`config.mk`:
```
export PLATFORM = sky130hd
export DESIGN_NAME = ibex_fetch_align_fifo_flat
export DESIGN_NICKNAME = d
export VERILOG_FILES = /design/src/rtl/ibex_pkg.sv /design/src/rtl/ibex_fetch_align_fifo_if.sv /design/src/rtl/ibex_fetch_realign.sv /design/src/rtl/ibex_fetch_align_fifo.sv /design/src/flat_wrapper.sv
export SDC_FILE = /design/constraint.sdc
export NUM_CORES = 1
export LEC_CHECK = 0
export CORE_ASPECT_RATIO = 1.2
export CORE_MARGIN = 2
export CORE_UTILIZATION = 35
export DETAILED_ROUTE_END_ITERATION = 8
export PLACE_DENSITY = 0.7
export SLEW_MARGIN = 5
export SYNTH_ARGS = -nofsm -noshare
export SYNTH_HDL_FRONTEND = slang
export SYNTH_SLANG_ARGS = --single-unit
```
`constraint.sdc`:
```
create_clock -name clk_i -period 3.8 [get_ports clk_i]
set_clock_uncertainty 0.2 [all_clocks]
set_input_delay 0.57 -clock clk_i [delete_from_list [all_inputs] [get_ports clk_i]]
set_output_delay 0.57 -clock clk_i [all_outputs]
set_load 0.01 [all_outputs]
```
`src/rtl/ibex_pkg.sv`:
```
// Shared types and defaults for the instruction-fetch align FIFO.
package ibex_pkg;

  localparam int unsigned FETCH_FIFO_DEPTH_DEFAULT = 3;

  typedef struct packed {
    logic [31:0] rdata;
    logic        err;
  } fetch_entry_t;

  // A halfword starts a compressed instruction unless its two LSBs are 2'b11.
  function automatic logic is_compressed(input logic [1:0] lsb);
    return lsb != 2'b11;
  endfunction

endpackage

```
`src/rtl/ibex_fetch_align_fifo_if.sv`:
```
// Memory-response input and aligned-instruction output of the fetch FIFO.
interface ibex_fetch_align_fifo_if;
  logic        in_valid_i;
  logic [31:0] in_rdata_i;
  logic        in_err_i;
  logic        busy_o;
  logic        out_valid_o;
  logic        out_ready_i;
  logic [31:0] out_rdata_o;
  logic [31:0] out_addr_o;
  logic        out_err_o;
  logic        out_err_plus2_o;

  modport master (
    output in_valid_i, in_rdata_i, in_err_i, out_ready_i,
    input  busy_o, out_valid_o, out_rdata_o, out_addr_o, out_err_o, out_err_plus2_o
  );

  modport slave (
    input  in_valid_i, in_rdata_i, in_err_i, out_ready_i,
    output busy_o, out_valid_o, out_rdata_o, out_addr_o, out_err_o, out_err_plus2_o
  );
endinterface

```
`src/rtl/ibex_fetch_realign.sv`:
```
// Combinational realignment of the two head words into one instruction.
module ibex_fetch_realign
  import ibex_pkg::*;
(
  input  fetch_entry_t i_e0,
  input  logic         i_e0_valid,
  input  logic [15:0]  i_e1_lo,
  input  logic         i_e1_err,
  input  logic         i_e1_valid,
  input  logic         i_pc_hi,
  output logic [31:0]  o_rdata,
  output logic         o_valid,
  output logic         o_err,
  output logic         o_err_plus2,
  output logic         o_compressed,
  output logic         o_pop
);

  logic w_lo_c;
  logic w_hi_c;

  assign w_lo_c = is_compressed(i_e0.rdata[1:0]);
  assign w_hi_c = is_compressed(i_e0.rdata[17:16]);

  always_comb begin
    o_rdata      = i_e0.rdata;
    o_valid      = i_e0_valid;
    o_err        = i_e0.err;
    o_err_plus2  = 1'b0;
    o_compressed = 1'b0;
    o_pop        = 1'b1;
    if (!i_pc_hi) begin
      o_compressed = w_lo_c;
      o_pop        = !w_lo_c;
      if (w_lo_c) o_rdata = {16'h0, i_e0.rdata[15:0]};
    end else if (w_hi_c) begin
      o_compressed = 1'b1;
      o_rdata      = {16'h0, i_e0.rdata[31:16]};
    end else begin
      // Straddle: an errored first word is released without waiting for the second.
      o_rdata     = {i_e1_lo, i_e0.rdata[31:16]};
      o_valid     = i_e0_valid & (i_e1_valid | i_e0.err);
      o_err       = i_e0.err | (i_e1_valid & i_e1_err);
      o_err_plus2 = !i_e0.err & i_e1_valid & i_e1_err;
    end
  end

endmodule

```
`src/rtl/ibex_fetch_align_fifo.sv`:
```
// Fetch buffer realigning word responses into instructions.
// Optional same-cycle bypass from an empty FIFO: IBEX_FETCH_FIFO_BYPASS_EN.
module ibex_fetch_align_fifo
  import ibex_pkg::*;
#(
  parameter int unsigned DEPTH = FETCH_FIFO_DEPTH_DEFAULT
) (
  input  logic                 clk_i,
  input  logic                 rst_i,
  input  logic                 clear_i,
  input  logic [31:0]          clear_addr_i,
  ibex_fetch_align_fifo_if.slave bus
);

  localparam int unsigned CNT_W = $clog2(DEPTH + 1);

  fetch_entry_t      r_entries [DEPTH];
  logic [DEPTH-1:0]  r_valid;
  logic [CNT_W-1:0]  r_count;
  logic [31:0]       r_pc;

  fetch_entry_t      w_entries_nxt [DEPTH];
  logic [DEPTH-1:0]  w_valid_nxt;
  logic [CNT_W-1:0]  w_wr_idx;
  fetch_entry_t      w_in;
  fetch_entry_t      w_e0;
  logic              w_v0;
  logic [31:0]       w_rdata;
  logic              w_valid;
  logic              w_err;
  logic              w_err_plus2;
  logic              w_compressed;
  logic              w_pop_flag;
  logic              w_consume;
  logic              w_pop_req;
  logic              w_pop;
  logic              w_push;

  assign w_in = '{rdata: bus.in_rdata_i, err: bus.in_err_i};

`ifdef IBEX_FETCH_FIFO_BYPASS_EN
  logic w_bypass;
  assign w_bypass = (r_count == '0) & bus.in_valid_i & ~clear_i &
                    (~r_pc[1] | is_compressed(bus.in_rdata_i[17:16]) | bus.in_err_i);
  assign w_e0   = w_bypass ? w_in : r_entries[0];
  assign w_v0   = w_bypass | r_valid[0];
  assign w_pop  = w_pop_req & ~w_bypass;
  assign w_push = bus.in_valid_i & ~clear_i & ~(w_bypass & w_pop_req);
`else
  assign w_e0   = r_entries[0];
  assign w_v0   = r_valid[0];
  assign w_pop  = w_pop_req;
  assign w_push = bus.in_valid_i & ~clear_i;
`endif

  ibex_fetch_realign u_realign (
    .i_e0         (w_e0),
    .i_e0_valid   (w_v0),
    .i_e1_lo      (r_entries[1].rdata[15:0]),
    .i_e1_err     (r_entries[1].err),
    .i_e1_valid   (r_valid[1]),
    .i_pc_hi      (r_pc[1]),
    .o_rdata      (w_rdata),
    .o_valid      (w_valid),
    .o_err        (w_err),
    .o_err_plus2  (w_err_plus2),
    .o_compressed (w_compressed),
    .o_pop        (w_pop_flag)
  );

  assign w_consume = w_valid & bus.out_ready_i;
  assign w_pop_req = w_consume & w_pop_flag;

  // Shift on pop, then write the incoming word behind the last valid entry.
  always_comb begin
    w_entries_nxt = r_entries;
    w_valid_nxt   = r_valid;
    w_wr_idx      = r_count - CNT_W'(w_pop);
    if (w_pop) begin
      for (int unsigned i = 0; i < DEPTH - 1; i++) begin
        w_entries_nxt[i] = r_entries[i+1];
        w_valid_nxt[i]   = r_valid[i+1];
      end
      w_valid_nxt[DEPTH-1] = 1'b0;
    end
    if (w_push) begin
      for (int unsigned i = 0; i < DEPTH; i++) begin
        if (CNT_W'(i) == w_wr_idx) begin
          w_entries_nxt[i] = w_in;
          w_valid_nxt[i]   = 1'b1;
        end
      end
    end
  end

  always_ff @(posedge clk_i) begin
    if (rst_i) begin
      for (int unsigned i = 0; i < DEPTH; i++) r_entries[i] <= '0;
      r_valid <= '0;
      r_count <= '0;
      r_pc    <= '0;
    end else if (clear_i) begin
      r_valid <= '0;
      r_count <= '0;
      r_pc    <= clear_addr_i & ~32'h1;
    end else begin
      r_entries <= w_entries_nxt;
      r_valid   <= w_valid_nxt;
      r_count   <= r_count + CNT_W'(w_push) - CNT_W'(w_pop);
      if (w_consume) r_pc <= r_pc + (w_compressed ? 32'd2 : 32'd4);
    end
  end

  always_ff @(posedge clk_i) begin
    if (!rst_i) begin
      assert (!(w_push && !w_pop && r_count == CNT_W'(DEPTH)))
        else $error("push into full fetch fifo");
    end
  end

  assign bus.busy_o          = r_count >= CNT_W'(DEPTH - 1);
  assign bus.out_valid_o     = w_valid;
  assign bus.out_rdata_o     = w_rdata;
  assign bus.out_addr_o      = r_pc;
  assign bus.out_err_o       = w_err;
  assign bus.out_err_plus2_o = w_err_plus2;

endmodule

```
`src/flat_wrapper.sv`:
```
// flat-port wrapper written by rule: the top's interface ports become plain ports
module ibex_fetch_align_fifo_flat import ibex_pkg::*;
#(
  parameter int unsigned DEPTH = FETCH_FIFO_DEPTH_DEFAULT
)
  (clk_i, rst_i, clear_i, clear_addr_i, bus_in_valid_i, bus_in_rdata_i, bus_in_err_i, bus_out_ready_i, bus_busy_o, bus_out_valid_o, bus_out_rdata_o, bus_out_addr_o, bus_out_err_o, bus_out_err_plus2_o);
  ibex_fetch_align_fifo_if bus_i ();
  input  logic clk_i;
  input  logic rst_i;
  input  logic clear_i;
  input  logic [31:0] clear_addr_i;
  input wire logic [$bits(bus_i.in_valid_i)-1:0] bus_in_valid_i;
  input wire logic [$bits(bus_i.in_rdata_i)-1:0] bus_in_rdata_i;
  input wire logic [$bits(bus_i.in_err_i)-1:0] bus_in_err_i;
  input wire logic [$bits(bus_i.out_ready_i)-1:0] bus_out_ready_i;
  output wire logic [$bits(bus_i.busy_o)-1:0] bus_busy_o;
  output wire logic [$bits(bus_i.out_valid_o)-1:0] bus_out_valid_o;
  output wire logic [$bits(bus_i.out_rdata_o)-1:0] bus_out_rdata_o;
  output wire logic [$bits(bus_i.out_addr_o)-1:0] bus_out_addr_o;
  output wire logic [$bits(bus_i.out_err_o)-1:0] bus_out_err_o;
  output wire logic [$bits(bus_i.out_err_plus2_o)-1:0] bus_out_err_plus2_o;
  assign bus_i.in_valid_i = bus_in_valid_i;
  assign bus_i.in_rdata_i = bus_in_rdata_i;
  assign bus_i.in_err_i = bus_in_err_i;
  assign bus_i.out_ready_i = bus_out_ready_i;
  assign bus_busy_o = bus_i.busy_o;
  assign bus_out_valid_o = bus_i.out_valid_o;
  assign bus_out_rdata_o = bus_i.out_rdata_o;
  assign bus_out_addr_o = bus_i.out_addr_o;
  assign bus_out_err_o = bus_i.out_err_o;
  assign bus_out_err_plus2_o = bus_i.out_err_plus2_o;
  ibex_fetch_align_fifo #(.DEPTH(DEPTH)) u_core (.clk_i(clk_i), .rst_i(rst_i), .clear_i(clear_i), .clear_addr_i(clear_addr_i), .bus(bus_i));
endmodule
```
Yosys cells after proc, flatten, opt, wreduce, memory -nomap -nowiden
Cells that the tools add are included.
W data, S select, Z words.
{"block": "word_totals", "ff_bits": 136, "in_bits": 70, "output_inout_bits": 68, "elab_cells": 60}
{"block": "classes", "n_addsub": 4, "magnitude_cmp": 1, "eq_ne": 4, "muxes": 25, "bitwise": 10, "reduce_logical": 6}
{"cell": "$mux W32", "n": 5}
{"cell": "$mux W33", "n": 3}
{"cell": "$mux W99", "n": 1}
{"cell": "$mux W66", "n": 1}
{"cell": "$add A32 B32 Y32", "n": 1}
{"cell": "$mux W1", "n": 12}
{"cell": "$mux W3", "n": 3}
{"cell": "$and A1 B1 Y1", "n": 7}
{"cell": "$ne A2 B2 Y1 const B", "n": 2}
{"cell": "$sub A2 B1 Y2", "n": 2}
{"cell": "$reduce_and A3 Y1", "n": 1}
{"cell": "$add A2 B1 Y2", "n": 1}
{"cell": "$eq A1 B2 Y1 const A", "n": 1}
{"cell": "$eq A2 B2 Y1 const A", "n": 1}
{"cell": "$ge A2 B2 Y1 const B", "n": 1}
{"cell": "$logic_not A1 Y1", "n": 2}
{"cell": "$logic_not A2 Y1", "n": 1}
{"cell": "$or A1 B1 Y1", "n": 2}
{"cell": "$reduce_bool A2 Y1", "n": 1}
{"cell": "$reduce_or A2 Y1", "n": 1}
{"cell": "$not A1 Y1", "n": 1}

Depth between registers and ports, before layout
{"block": "logic_depth", "word_depth": 10, "ltp_mapped": 11, "mapped_depth_nobuf": 8}

By module
Synthesis repeated with hierarchy kept, for this count alone.
{"block": "unflattened", "cells_unflattened": 818, "area_unflattened_um2": 6844.1}
{"module": "ibex_fetch_align_fifo", "instances": 1, "cells_per_inst": 772, "area_per_inst_um2": 6418.7, "seq_area_each_um2": 2702.6}
{"module": "ibex_fetch_realign", "instances": 1, "cells_per_inst": 46, "area_per_inst_um2": 425.4, "seq_area_each_um2": 0.0}

Worst setup path before layout
No wires, ideal clock.
{"block": "synth_path", "path_type": "register -> register", "start": "register u_core.r_pc[1] (netlist: u_core.bus.out_addr_o[1])", "end": "register u_core.r_pc[28] (netlist: u_core.bus.out_addr_o[28])", "setup_ps": 91, "arrival_time_ps": 2493, "required_ps": 3509, "setup_slack_ps": 1016, "stages_incl_launch_ff": 11, "path_buffers": 3, "period_less_slack_ps": 2784, "path_cell_list": "dfxtp_1 > buf_2 > and3b_1 > clkbuf_1 > clkbuf_1 > nand2b_1 > ha_1 > a31o_2 > nand4_1 > or4_1 > a311oi_1"}
{"block": "synth_between", "elab_chain_len": 5, "word_cells_on_any_way": 8, "cone_classes": "add/sub: 1; mux: 5; bitwise: 1; reduce/logical: 1"}
{"element": "start, declared", "line": "ibex_fetch_align_fifo.sv:20", "text": "logic [31:0] r_pc;"}
{"element": "start signal, assigned", "line": "ibex_fetch_align_fifo.sv:105", "text": "r_pc <= clear_addr_i & ~32'h1;"}
{"element": "start signal, assigned", "line": "ibex_fetch_align_fifo.sv:110", "text": "if (w_consume) r_pc <= r_pc + (w_compressed ? 32'd2 : 32'd4);"}
{"element": "$mux W1", "line": "ibex_fetch_realign.sv:32", "text": "if (!i_pc_hi) begin"}
{"element": "$mux W3", "line": "ibex_fetch_align_fifo.sv:110"}
{"element": "$add A32 B32 Y32", "line": "ibex_fetch_align_fifo.sv:110"}
{"element": "$mux W32", "line": "ibex_fetch_align_fifo.sv:110"}
{"element": "$mux W32", "line": "ibex_fetch_align_fifo.sv:102", "text": "end else if (clear_i) begin"}
Several ways; a longest one is shown, not always the timed one. The select of a mux whose other input is x is not followed.
A chain may end at the register's enable or synchronous reset.

Final worst setup path
{"block": "layout_path", "start": "register u_core.r_entries[83] (netlist bit)", "end": "output bus_out_err_plus2_o"}
{"block": "layout_between", "elab_chain_len": 3}
{"element": "start, declared", "line": "ibex_fetch_align_fifo.sv:17", "text": "fetch_entry_t r_entries [DEPTH];"}
{"element": "start signal, assigned", "line": "ibex_fetch_align_fifo.sv:107", "text": "r_entries <= w_entries_nxt;"}
{"element": "$ne A2 B2 Y1", "line": "ibex_pkg.sv:13", "text": "return lsb != 2'b11;"}
{"element": "$mux W1", "line": "ibex_fetch_realign.sv:36", "text": "end else if (w_hi_c) begin"}
{"element": "$mux W1", "line": "ibex_fetch_realign.sv:32"}
{"element": "end, declared", "line": "flat_wrapper.sv:21", "text": "output wire logic [$bits(bus_i.out_err_plus2_o)-1:0] bus_out_err_plus2_o;"}
No other way between the ends.

==> qor.txt <==
Die H: 153 um
most common cell after layout, fill and taps aside: dfxtp_1
crit path DAT: 2.32 ns
Clock Latency Late Sink: 0.43 ns
die span in x: 128 um
Starting DRT DRC Count: 522
Hold Fails Final Rpt: 0
Site Rows: 54
vias per inst: 5.72
area grow syn2layout: 30.9%
Hold Path Class: reg -> reg
CTS tree: yes
cts bufs inserted: 17
synth warn: 0
setup bufs post-CTS: 0
CP Launch Type: flip-flop
Fillers: 1717
register area share after synthesis: 0.417
Worst VDD drop: 0.349 mV
# resized after CTS: 0
worst setup path startpoint: u_core.r_entries[83]
Syn Area/Cell: 8.94 um^2
DR vias: 6091
initial core utilization: 0.357
ys async rst share: 0
Placer Congestion: 0.822
worst-margin pin slew: 1.02 ns
ys flop type: dfxtp_1
fraction of layout cells with a size suffix above 1: 0.147
most frequent cells in the layout: dfxtp_1, clkdlybuf4s50_1, a21oi_1
number of synthesized register bits: 135
DR pass1 iterations: 5
PortBufs: 135
remaining antenna violation count: 0
die area: 19600 um^2
Sequential Area: 2700 um^2
fmax: 324 MHz
origin of the critical flop-to-flop path: u_core.bus.out_addr_o[1]
RSZ-0062 raised after global routing: no
# DRC: 0
largest fanout on the critical path: 22
kind of critical path: reg -> out
Final Setup Violations: 0
wire length of the first global-routing pass: 32600 um
Lkg Pwr: 2.88 nW
hold_sp: u_core.r_entries[9]
Antenna Cells: 0
Tmin final: 3.09 ns
Critical Path RT: 3.03 ns
synthesized area: 6480 um^2
Avg WL per Cell: 19.2 um
largest net degree at the start of global routing: 100
Gate Count Post-Synth: 725
Final Util: 0.467
FF-to-FF End: u_core.bus.out_addr_o[28]
PwrDens: 422 nW/um^2
final period utilization: 0.813
vias in the first global route: 5838
Max-slew headroom: 0.322
max-slew violations: 0
Max Cap Violations: 0
register-to-register setup slack: 1.00 ns
FF-to-FF path depth: 7
CTS max path bufs: 2
nets@finish: 901
CTS clk-pin slew, worst paths: 0.06 ns
TNS Setup: 0 ns
grt total ovfl: 0
antenna violations before repair: 0
EDFF count, synth: 0
Synthesized Nets: 798
Root Driver: clkbuf_16
endpoint kind of the worst setup timing path: primary output
GRT Total Usage: 0.211
core area: 18200 um^2
hold-fix buffers at CTS: 0
outcome: finished, final reports clean
TritonCTS Sinks: 135
Unique masters post-synth: 61
dpl hpwl: 12700 um
Critical Path End: bus_out_err_plus2_o
Total Wirelength: 20400 um
multi-input logic area: 3430 um^2
Hold WS: 0.259 ns
I/O Pins: 138
H-tree depth: 4
==> cells in the mapped netlist (all sizes together), types with 12 or more instances <==
| master | number | area share |
|---|---|---|
| a211oi | 16 | 0.019 |
| a21oi | 108 | 0.086 |
| a22o | 15 | 0.020 |
| buf | 39 | 0.033 |
| clkbuf | 29 | 0.017 |
| dfxtp | 135 | 0.42 |
| mux2 | 16 | 0.028 |
| nand2 | 56 | 0.034 |
| nand3 | 47 | 0.037 |
| nand4 | 13 | 0.016 |
| nor2 | 66 | 0.039 |
| o21ai | 12 | 0.0098 |
| o221a | 66 | 0.11 |
| xnor2 | 14 | 0.019 |
==> logic make-up after synthesis <==
| logic type | Yosys count | synth area share |
|---|---|---|
| xor+xnor | 24 | 0.0324 |
| mux | 17 | 0.0299 |
| buf+inv | 75 | 0.0541 |
| flops | 135 | 0.417 |
| fa+ha+maj | 3 | 0.00695 |
| other cells | 1 | 0.000579 |
| simple gates | 229 | 0.180 |
| compound gates | 241 | 0.279 |
==> per-layer routing <==
metal | up-vias | track usage | routed length [um]
met3 | 21 | 0.0462 | 1410
met5 | - | 0 | 0
met2 | 231 | 0.336 | 9390
met1 | 2915 | 0.283 | 9240
li1 | 2924 | - | -
met4 | 0 | 0.0691 | 378
==> critical path, stage by stage (launching register included) <==
cell             delay (ns)
dfxtp_1                0.55
and3_4                 0.49
nand3_1                0.15
nor2_1                 0.13
clkdlybuf4s50_1        0.55
==> cell type report <==
type / instances / share of cell area
inverters: 7 / 0.00310
clock buffers: 19 / 0.0522
flip-flops and latches: 135 / 0.319
well taps: 224 / 0.0330
clock inverters: 13 / 0.0143
repair buffers: 152 / 0.174
multi-input cells: 515 / 0.405
==> per-stage QoR <==
step	setup WS, ns	std cells	cell area [um^2]	power, mW
after floorplan	1.02	725	6480	1.78
after global placement	0.782	1033	7920	2.00
after detailed placement	0.759	1033	7920	2.01
after CTS	0.670	1065	8480	3.60
after global routing	0.608	1065	8480	3.69
final	0.711	1065	8480	3.58
==> power breakdown <==
group          internal, mW  switching (mW)
combinational         0.226           0.206
sequential             1.48          0.0700
clock                 0.922           0.675
==> flip-flops by register name (all words and copies together) (netlist names) <==
register / count
u_core.bus.out_addr_o: 31
u_core.r_valid: 3
u_core.r_count: 2
u_core.r_entries: 99
==> worst min path at each step <==
stage / endpoint / slack, ns / depth (start not counted)
finish: u_core.r_entries[9] / 0.26 / 2
CTS: u_core.r_entries[2] / 0.26 / 2
global route: u_core.r_entries[11] / 0.27 / 2
detailed placement: u_core.r_entries[2] / 0.25 / 2
global placement: u_core.r_entries[25] / 0.24 / 2
floorplan: u_core.r_entries[0] / 0.24 / 2
No activity file was read; power rests on OpenSTA's default activity.
